$ cat src/rtl/mem_burst_ctrl.sv
// Burst initiator for a 16x8 single-port RAM (registered read address, combinational q).
// Accepts read/write burst commands and streams beats over valid/ready.
module mem_burst_ctrl #(
  parameter int unsigned DW = 8,
  parameter int unsigned AW = 4
) (
  input  logic          clk_i,
  input  logic          rst_i,
  input  logic          cmd_valid_i,
  output logic          cmd_ready_o,
  input  logic          cmd_write_i,
  input  logic [AW-1:0] cmd_addr_i,
  input  logic [AW-1:0] cmd_len_i,
  input  logic [DW-1:0] wr_data_i,
  input  logic          wr_valid_i,
  output logic          wr_ready_o,
  output logic [DW-1:0] rd_data_o,
  output logic          rd_valid_o,
  input  logic          rd_ready_i,
  output logic          done_o,
  output logic [DW-1:0] mem_data_o,
  output logic [AW-1:0] mem_addr_o,
  output logic          mem_we_o,
  input  logic [DW-1:0] mem_q_i
);

  typedef enum logic [1:0] {
    S_IDLE  = 2'd0,
    S_WRITE = 2'd1,
    S_READ  = 2'd2
  } state_e;

  state_e        state_q, state_d;
  logic [AW-1:0] addr_q, addr_d;
  logic [AW-1:0] rem_q, rem_d;
  logic          done_q, done_d;
  logic [AW-1:0] addr_inc;

  assign addr_inc   = AW'(addr_q + 1'b1);
  assign rd_data_o  = mem_q_i;
  assign mem_data_o = wr_data_i;
  assign done_o     = done_q;

  always_ff @(posedge clk_i) begin
    if (rst_i) begin
      state_q <= S_IDLE;
      addr_q  <= '0;
      rem_q   <= '0;
      done_q  <= 1'b0;
    end else begin
      state_q <= state_d;
      addr_q  <= addr_d;
      rem_q   <= rem_d;
      done_q  <= done_d;
    end
  end

  // Next-state and RAM-side drive; the RAM address is steered one beat ahead in READ.
  always_comb begin
    state_d     = state_q;
    addr_d      = addr_q;
    rem_d       = rem_q;
    done_d      = 1'b0;
    cmd_ready_o = 1'b0;
    wr_ready_o  = 1'b0;
    rd_valid_o  = 1'b0;
    mem_addr_o  = addr_q;
    mem_we_o    = 1'b0;

    unique case (state_q)
      S_IDLE: begin
        cmd_ready_o = 1'b1;
        mem_addr_o  = cmd_addr_i;
        if (cmd_valid_i) begin
          addr_d  = cmd_addr_i;
          rem_d   = cmd_len_i;
          state_d = cmd_write_i ? S_WRITE : S_READ;
        end
      end
      S_WRITE: begin
        wr_ready_o = 1'b1;
        mem_we_o   = wr_valid_i;
        if (wr_valid_i) begin
          addr_d = addr_inc;
          rem_d  = AW'(rem_q - 1'b1);
          if (rem_q == '0) begin
            state_d = S_IDLE;
            done_d  = 1'b1;
          end
        end
      end
      S_READ: begin
        rd_valid_o = 1'b1;
        if (rd_ready_i) begin
          // Holding the address while stalled keeps rd_data stable.
          mem_addr_o = (rem_q != '0) ? addr_inc : addr_q;
          addr_d     = addr_inc;
          rem_d      = AW'(rem_q - 1'b1);
          if (rem_q == '0) begin
            state_d = S_IDLE;
            done_d  = 1'b1;
          end
        end
      end
      default: state_d = S_IDLE;
    endcase

    if (rst_i) mem_we_o = 1'b0;
  end

endmodule
$ cat config.mk
export PLATFORM = sky130hd
export DESIGN_NAME = mem_burst_ctrl
export DESIGN_NICKNAME = d
export VERILOG_FILES = /design/src/rtl/mem_burst_ctrl.sv
export SDC_FILE = /design/constraint.sdc
export NUM_CORES = 1
export LEC_CHECK = 0
export ABC_AREA = 1
export BUFFER_PORTS_ARGS = -buffer_cell sky130_fd_sc_hd__buf_2
export CORE_MARGIN = 3
export CORE_UTILIZATION = 44
export DETAILED_ROUTE_END_ITERATION = 8
export GPL_TIMING_DRIVEN = 1
export MAX_ROUTING_LAYER = met4
export PLACE_DENSITY = 0.9
export SLEW_MARGIN = 10
export SYNTH_ARGS = -nofsm -noshare
export SYNTH_HDL_FRONTEND = slang
export SYNTH_SLANG_ARGS = --single-unit
$ cat constraint.sdc
create_clock -name clk_i -period 1.7 [get_ports clk_i]
set_input_delay 0.17 -clock clk_i [delete_from_list [all_inputs] [get_ports clk_i]]
set_output_delay 0.17 -clock clk_i [all_outputs]
set_load 0.005 [all_outputs]
Word level (Yosys, flattened, before mapping)
Cells that the tools add are included.
Cells by class
  add/subtract/negate cells: 2
  eq/ne operators: 5
  muxes and demuxes: 26
  reductions and logical operators: 6
Operators with widths (number)
  $mux W4: 8
  $pmux W4 S3: 2
  $mux W2: 5
  $mux W1: 8
  $pmux W4 S2: 1
  $ne A2 B2 Y1 const B: 3
  $pmux W2 S3: 1
  $add A4 B1 Y4 const B: 1
  $logic_not A4 Y1: 1
  $reduce_and A4 Y1: 1
  $reduce_bool A4 Y1: 1
  $sub A4 B1 Y4 const B: 1
  $reduce_and A3 Y1: 1
  $reduce_bool A3 Y1: 1
  $eq A2 B1 Y1 const B: 1
  $eq A2 B2 Y1 const B: 1
  $logic_not A2 Y1: 1
  $pmux W1 S2: 1
Storage, ports and cells
  flip-flop bits (word level): 11
  logic and storage cells: 43

Longest topological paths before layout
  depth in word-level cells: 4
  depth in mapped cells: 9
  depth with buffers taken out: 9

Least setup slack after synthesis
Ideal clock, no wire load.
  path type: reg-to-reg
  start point: register state_q[0]
  end point: register addr_q[3]
  setup time: 117 ps
  arrival: 1238 ps
  slack: 345 ps
  stages on the path, launching flop included: 10
  path through: dfxtp_1 inv_1 ha_1 buf_6 nand2_4 nand2_4 nor2_8 nand2_1 nor2_1 nor2_1
On the way
  cells in the longest elaborated chain, start to end: 3
  elaborated cells on any way between the ends: 9
  those cells by class: 5 x eq/ne; 1 x mux; 3 x reduce/logical
Ends and longest elaborated chain
  start: declaration: RTL line 33  | state_e state_q, state_d;
  start signal: assignment: RTL line 51  | state_q <= state_d;
  $eq A2 B2 Y1 (tied with other cells): RTL line 70  | unique case (state_q)
  $ne A2 B2 Y1 (no source line) or $reduce_bool A3 Y1 (tied branches)
  $reduce_and A4 Y1 (no source line)
  end signal: assignment: RTL line 52  | addr_q <= addr_d;
  end: declaration: RTL line 34  | logic [AW-1:0] addr_q, addr_d;
Parallel ways exist; a longest one is shown, timed or not.
A chain may end at the register's enable or synchronous reset.

Final worst setup path
  start point: register rem_q[1]
  end point: output port mem_addr_o[0]
On the way
  cells in the longest elaborated chain, start to end: 4
Ends and longest elaborated chain
  start: declaration: RTL line 35  | logic [AW-1:0] rem_q, rem_d;
  start signal: assignment: RTL line 53  | rem_q <= rem_d;
  $reduce_bool A4 Y1: RTL line 96  | mem_addr_o = (rem_q != '0) ? addr_inc : addr_q;
  $mux W4: RTL line 96
  $mux W4: RTL line 94  | if (rd_ready_i) begin
  $pmux W4 S2: RTL line 70
  end: declaration: RTL line 22  | output logic [AW-1:0] mem_addr_o,
Every way passes these cells.

==> results.md <==
- The via count of the first global-routing pass is around 810.
- STA classifies the critical path startpoint as a register.
- The cell area that synthesis handed to floorplanning was 988 sq um.
- Wires add up to roughly 2500 um.
- The TritonCTS clock tree is built.
- The share of synthesized area in the top cell type comes to 22.3%.
- TritonCTS created 3 clock buffers.
- The total power divided by cell area is 1810 mW/mm^2.
- The buffer and inverter count on the worst path is 3.
- The net count of the finished layout is a little under 200.
- The cell accounting for the most synthesized area is sky130_fd_sc_hd__dfxtp_1.
- For this run, the total global-route usage over all layers was measured as 18.4%.
- For this run, the number of standard cells in the final layout without fillers is roughly 190.
- Of the cells placed in the final design, the portion with a size suffix greater than 1 is a little over a third.
- The largest delay contributor family on the critical path is simple AND/OR/NAND/NOR gates.
- The dominant cell by count in the synthesized netlist is sky130_fd_sc_hd__nand2_1.
- For this design the top-level I/O count stands at 55.
- The total overflow left after global routing is 0.
- STA puts the critical path data required time at 1.53 ns.
- At the pin with the least slew margin, the transition time is 0.300 ns.
- The highest fanout seen on the critical path is 6.
- The clock root buffer is sky130_fd_sc_hd__clkbuf_4.
- The path class of the tightest hold or removal check is in -> reg.
- The maximum number of pins on one net before global-route repair is 11.
- For the worst setup path, the data arrival time is 1.49 ns.
- The post-detailed-route count of antenna-violating nets is 0.
- The critical path in this run is classified as reg -> out.
- In the synthesized netlist, the cells that appear most often are sky130_fd_sc_hd__nand2_1 (32), sky130_fd_sc_hd__nor2_1 (19), sky130_fd_sc_hd__buf_4 (16).
- Among all flip-flop cells after synthesis, the most frequent one is sky130_fd_sc_hd__dfxtp_1.
- The global-route wire length before repair is 3690 um.
- The repair_antennas step left the layout with diodes totalling 0.
- The final total negative setup slack is 0 ns.
- In the synthesized netlist the async set-or-reset flop fraction comes to 0%.
- The count of unique library cells instantiated by Yosys is 27.
- The count of filler cells inserted in the layout is around 220.
- The total area inside the core boundary comes to 0.00204 sq mm.
- After technology mapping, the gate count stands at about 150.
- The flip-flop and latch count after synthesis is 11.
- The total DRC errors in the routed layout is 0.
- The number of buffers inserted by port buffering is 22.
- The detailed-routing iteration count for the pre-antenna-repair pass is 4.
- The relative slew slack is 79.9%.
- Summing over every cut layer, the via total after detailed routing is 939.
- Measured along the y axis, the die boundary spans 53.4 um.
- The clock net sink count is 11.
- The mean instance size in the synthesized netlist is 6.72 sq um.
- The critical path goes through inv_2 -> ha_4 -> nand3_4 -> nand2_4 -> inv_6 -> nand2_1 -> nand3_1 -> nand3_2 -> buf_2.
- The initial antenna violation count is 0.
- After floorplanning, the core was divided into 16 placement rows.
- The count of maximum capacitance violations is 0.
- The clock passes through at most 2 buffers.
- The worst setup path is captured at a primary output.
- Clock-pin slew was measured on the worst setup and hold paths at 0.08 ns.
- Dividing the detail-routed via count by the number of cells gives 5.08.
- The deepest level of the CTS H-tree is 1.
- The initial utilization of the core area, before any placement, comes to roughly half.
- The sequential cells in the finished layout cover a total of 225 sq um.
- The synthesized design contains 0 enable-type register cells.
- The number of slew-limit violations in the final report is 0.
- The standby leakage power is 0.551 nW.
- The first routing iteration left 34 violations.
- The run finished with clean final reports.
- The HPWL after detailed placement is 1680 um.
- The floorplan step defined a die boundary enclosing 0.00285 sq mm.
- Clock latency on the worst-skew pair, taken at its later pin, is approximately 0.28 ns.
- The setup skew after layout is 0.00444 ns.
- Setup violations remaining at the end of the flow were counted as 0.
- Sorting the synthesized cells by area gives the leading types as sky130_fd_sc_hd__dfxtp_1 (22%), sky130_fd_sc_hd__buf_4 (12%), sky130_fd_sc_hd__nand2_1 (12%).
- The portion of the post-synthesis area used by sequential elements is 22.3%.
- The multi-input combinational cells in the finished layout cover a total of 631 sq um.
- The number of nets in the synthesized netlist is 183.
- The final hold violation count came to 0.
- The master of the slowest instance on the critical path is sky130_fd_sc_hd__dfxtp_2.
- The worst slack after detailed placement is ~0.13 ns.
- The routability congestion estimate from global placement is 0.843.
- The share of the core filled with cells in the final layout is 54.8%.
- The achievable frequency is a little over 600 MHz.
- In this design, the stage delay of the slowest critical-path cell is 0.35 ns.
- The worst path uses 97.4% of the clock period.
- The number of warnings issued by yosys is 0.
- The worst path meets setup with roughly 0.045 ns of slack.
- After detailed routing, the average wire length per cell comes to 13.3 um.
- Across the VDD grid, the largest voltage drop is between 0.001 and 0.0015 V.
- The width of the die is 53.4 um.
- The number of cells in the design after placement is 178.
- The area growth from synthesis to layout is 13.3%.
- After layout, the minimum clock period comes to 1.66 ns.
[cell type report]
type	instances	area share (%)
multi-input cells	101	56.3
inverters	17	6.37
repair buffers	25	11.8
flip-flops and latches	11	20.1
well taps	27	3.02
clock buffers	4	2.35
[layer usage]
metal	part of all wire (%)	up-vias	global-route usage [%]
met5	0	-	-
met4	2.4	0	10.6
met3	7.5	13	3.38
met2	46	40	25.3
met1	44	416	24.8
li1	-	470	-
[path summary, 6_finish.rpt]
path                                  from       endpoint  slack, ns  cells after the start
worst max register to register  state_q[1]      addr_q[0]       0.23                      9
worst min-delay path                 rst_i       rem_q[3]       0.07                      2
worst min register to register    rem_q[3]       rem_q[3]       0.49                      2
worst max-delay path              rem_q[1]  mem_addr_o[0]       0.04                      9
[sequential cells by signal, indices dropped and copies added, names as in the netlist]
name,cells
state_q,2
rem_q,4
done_o,1
addr_q,4
[worst reg2reg max path, cell delays in order, from the launching register on]
cell and delay, ns:
sky130_fd_sc_hd__dfxtp_2 0.39, sky130_fd_sc_hd__inv_2 0.07, sky130_fd_sc_hd__ha_4 0.19, sky130_fd_sc_hd__buf_4 0.16, sky130_fd_sc_hd__nand2_4 0.08, sky130_fd_sc_hd__nand2_4 0.07
sky130_fd_sc_hd__nor2_8 0.17, sky130_fd_sc_hd__nand3_1 0.11, sky130_fd_sc_hd__nand2_1 0.09, sky130_fd_sc_hd__a21oi_1 0.05
[power by group]
| part | internal (mW) | switching [mW] |
|---|---|---|
| clock | 0.0911 | 0.103 |
| sequential | 0.360 | 0.106 |
| combinational | 0.588 | 0.784 |
[placed cells by master, fill, tap and decap left out, drive strengths merged]
cell type | synthesis | layout
nand2 | 38 | 38
and3 | 1 | 1
mux2i | 1 | 1
xor2 | 2 | 2
nor3 | 1 | 1
nor2 | 20 | 20
nand3 | 11 | 11
clkbuf | 0 | 4
inv | 16 | 16
a211oi | 1 | 1
o21ai | 10 | 10
buf | 18 | 25
a21oi | 6 | 6
ha | 6 | 6
dfxtp | 11 | 11
a22oi | 3 | 3
clkinv | 1 | 1
xnor2 | 1 | 1
[what timing repair did]
action,4_1_cts,5_1_grt
pin swaps,1,3
gates cloned,0,0
buffers inserted,0,3
resized for setup,7,15
endpoints found under the setup margin,4,4
hold buffers,0,0
[logic make-up after synthesis]
group | synth area share [%]
AO/OA/AOI/OAI | 11.5
XOR/XNOR | 2.66
adder cells (fa/ha/maj) | 7.59
buffers and inverters | 20.5
flip-flops | 22.3
multiplexers | 1.01
AND/OR/NAND/NOR | 34.4
[metrics by stage]
| stage | hold WS, ns | cell area [sq um] | power, mW |
|---|---|---|---|
| floorplan | 0.232 | 988 | 1.34 |
| global placement | 0.340 | 996 | 1.54 |
| detailed placement | 0.340 | 996 | 1.57 |
| CTS | 0.0656 | 1050 | 1.86 |
| global route | 0.0681 | 1120 | 2.22 |
| finish | 0.0681 | 1120 | 2.03 |
Note: power is estimated with default switching activity, not from simulation.
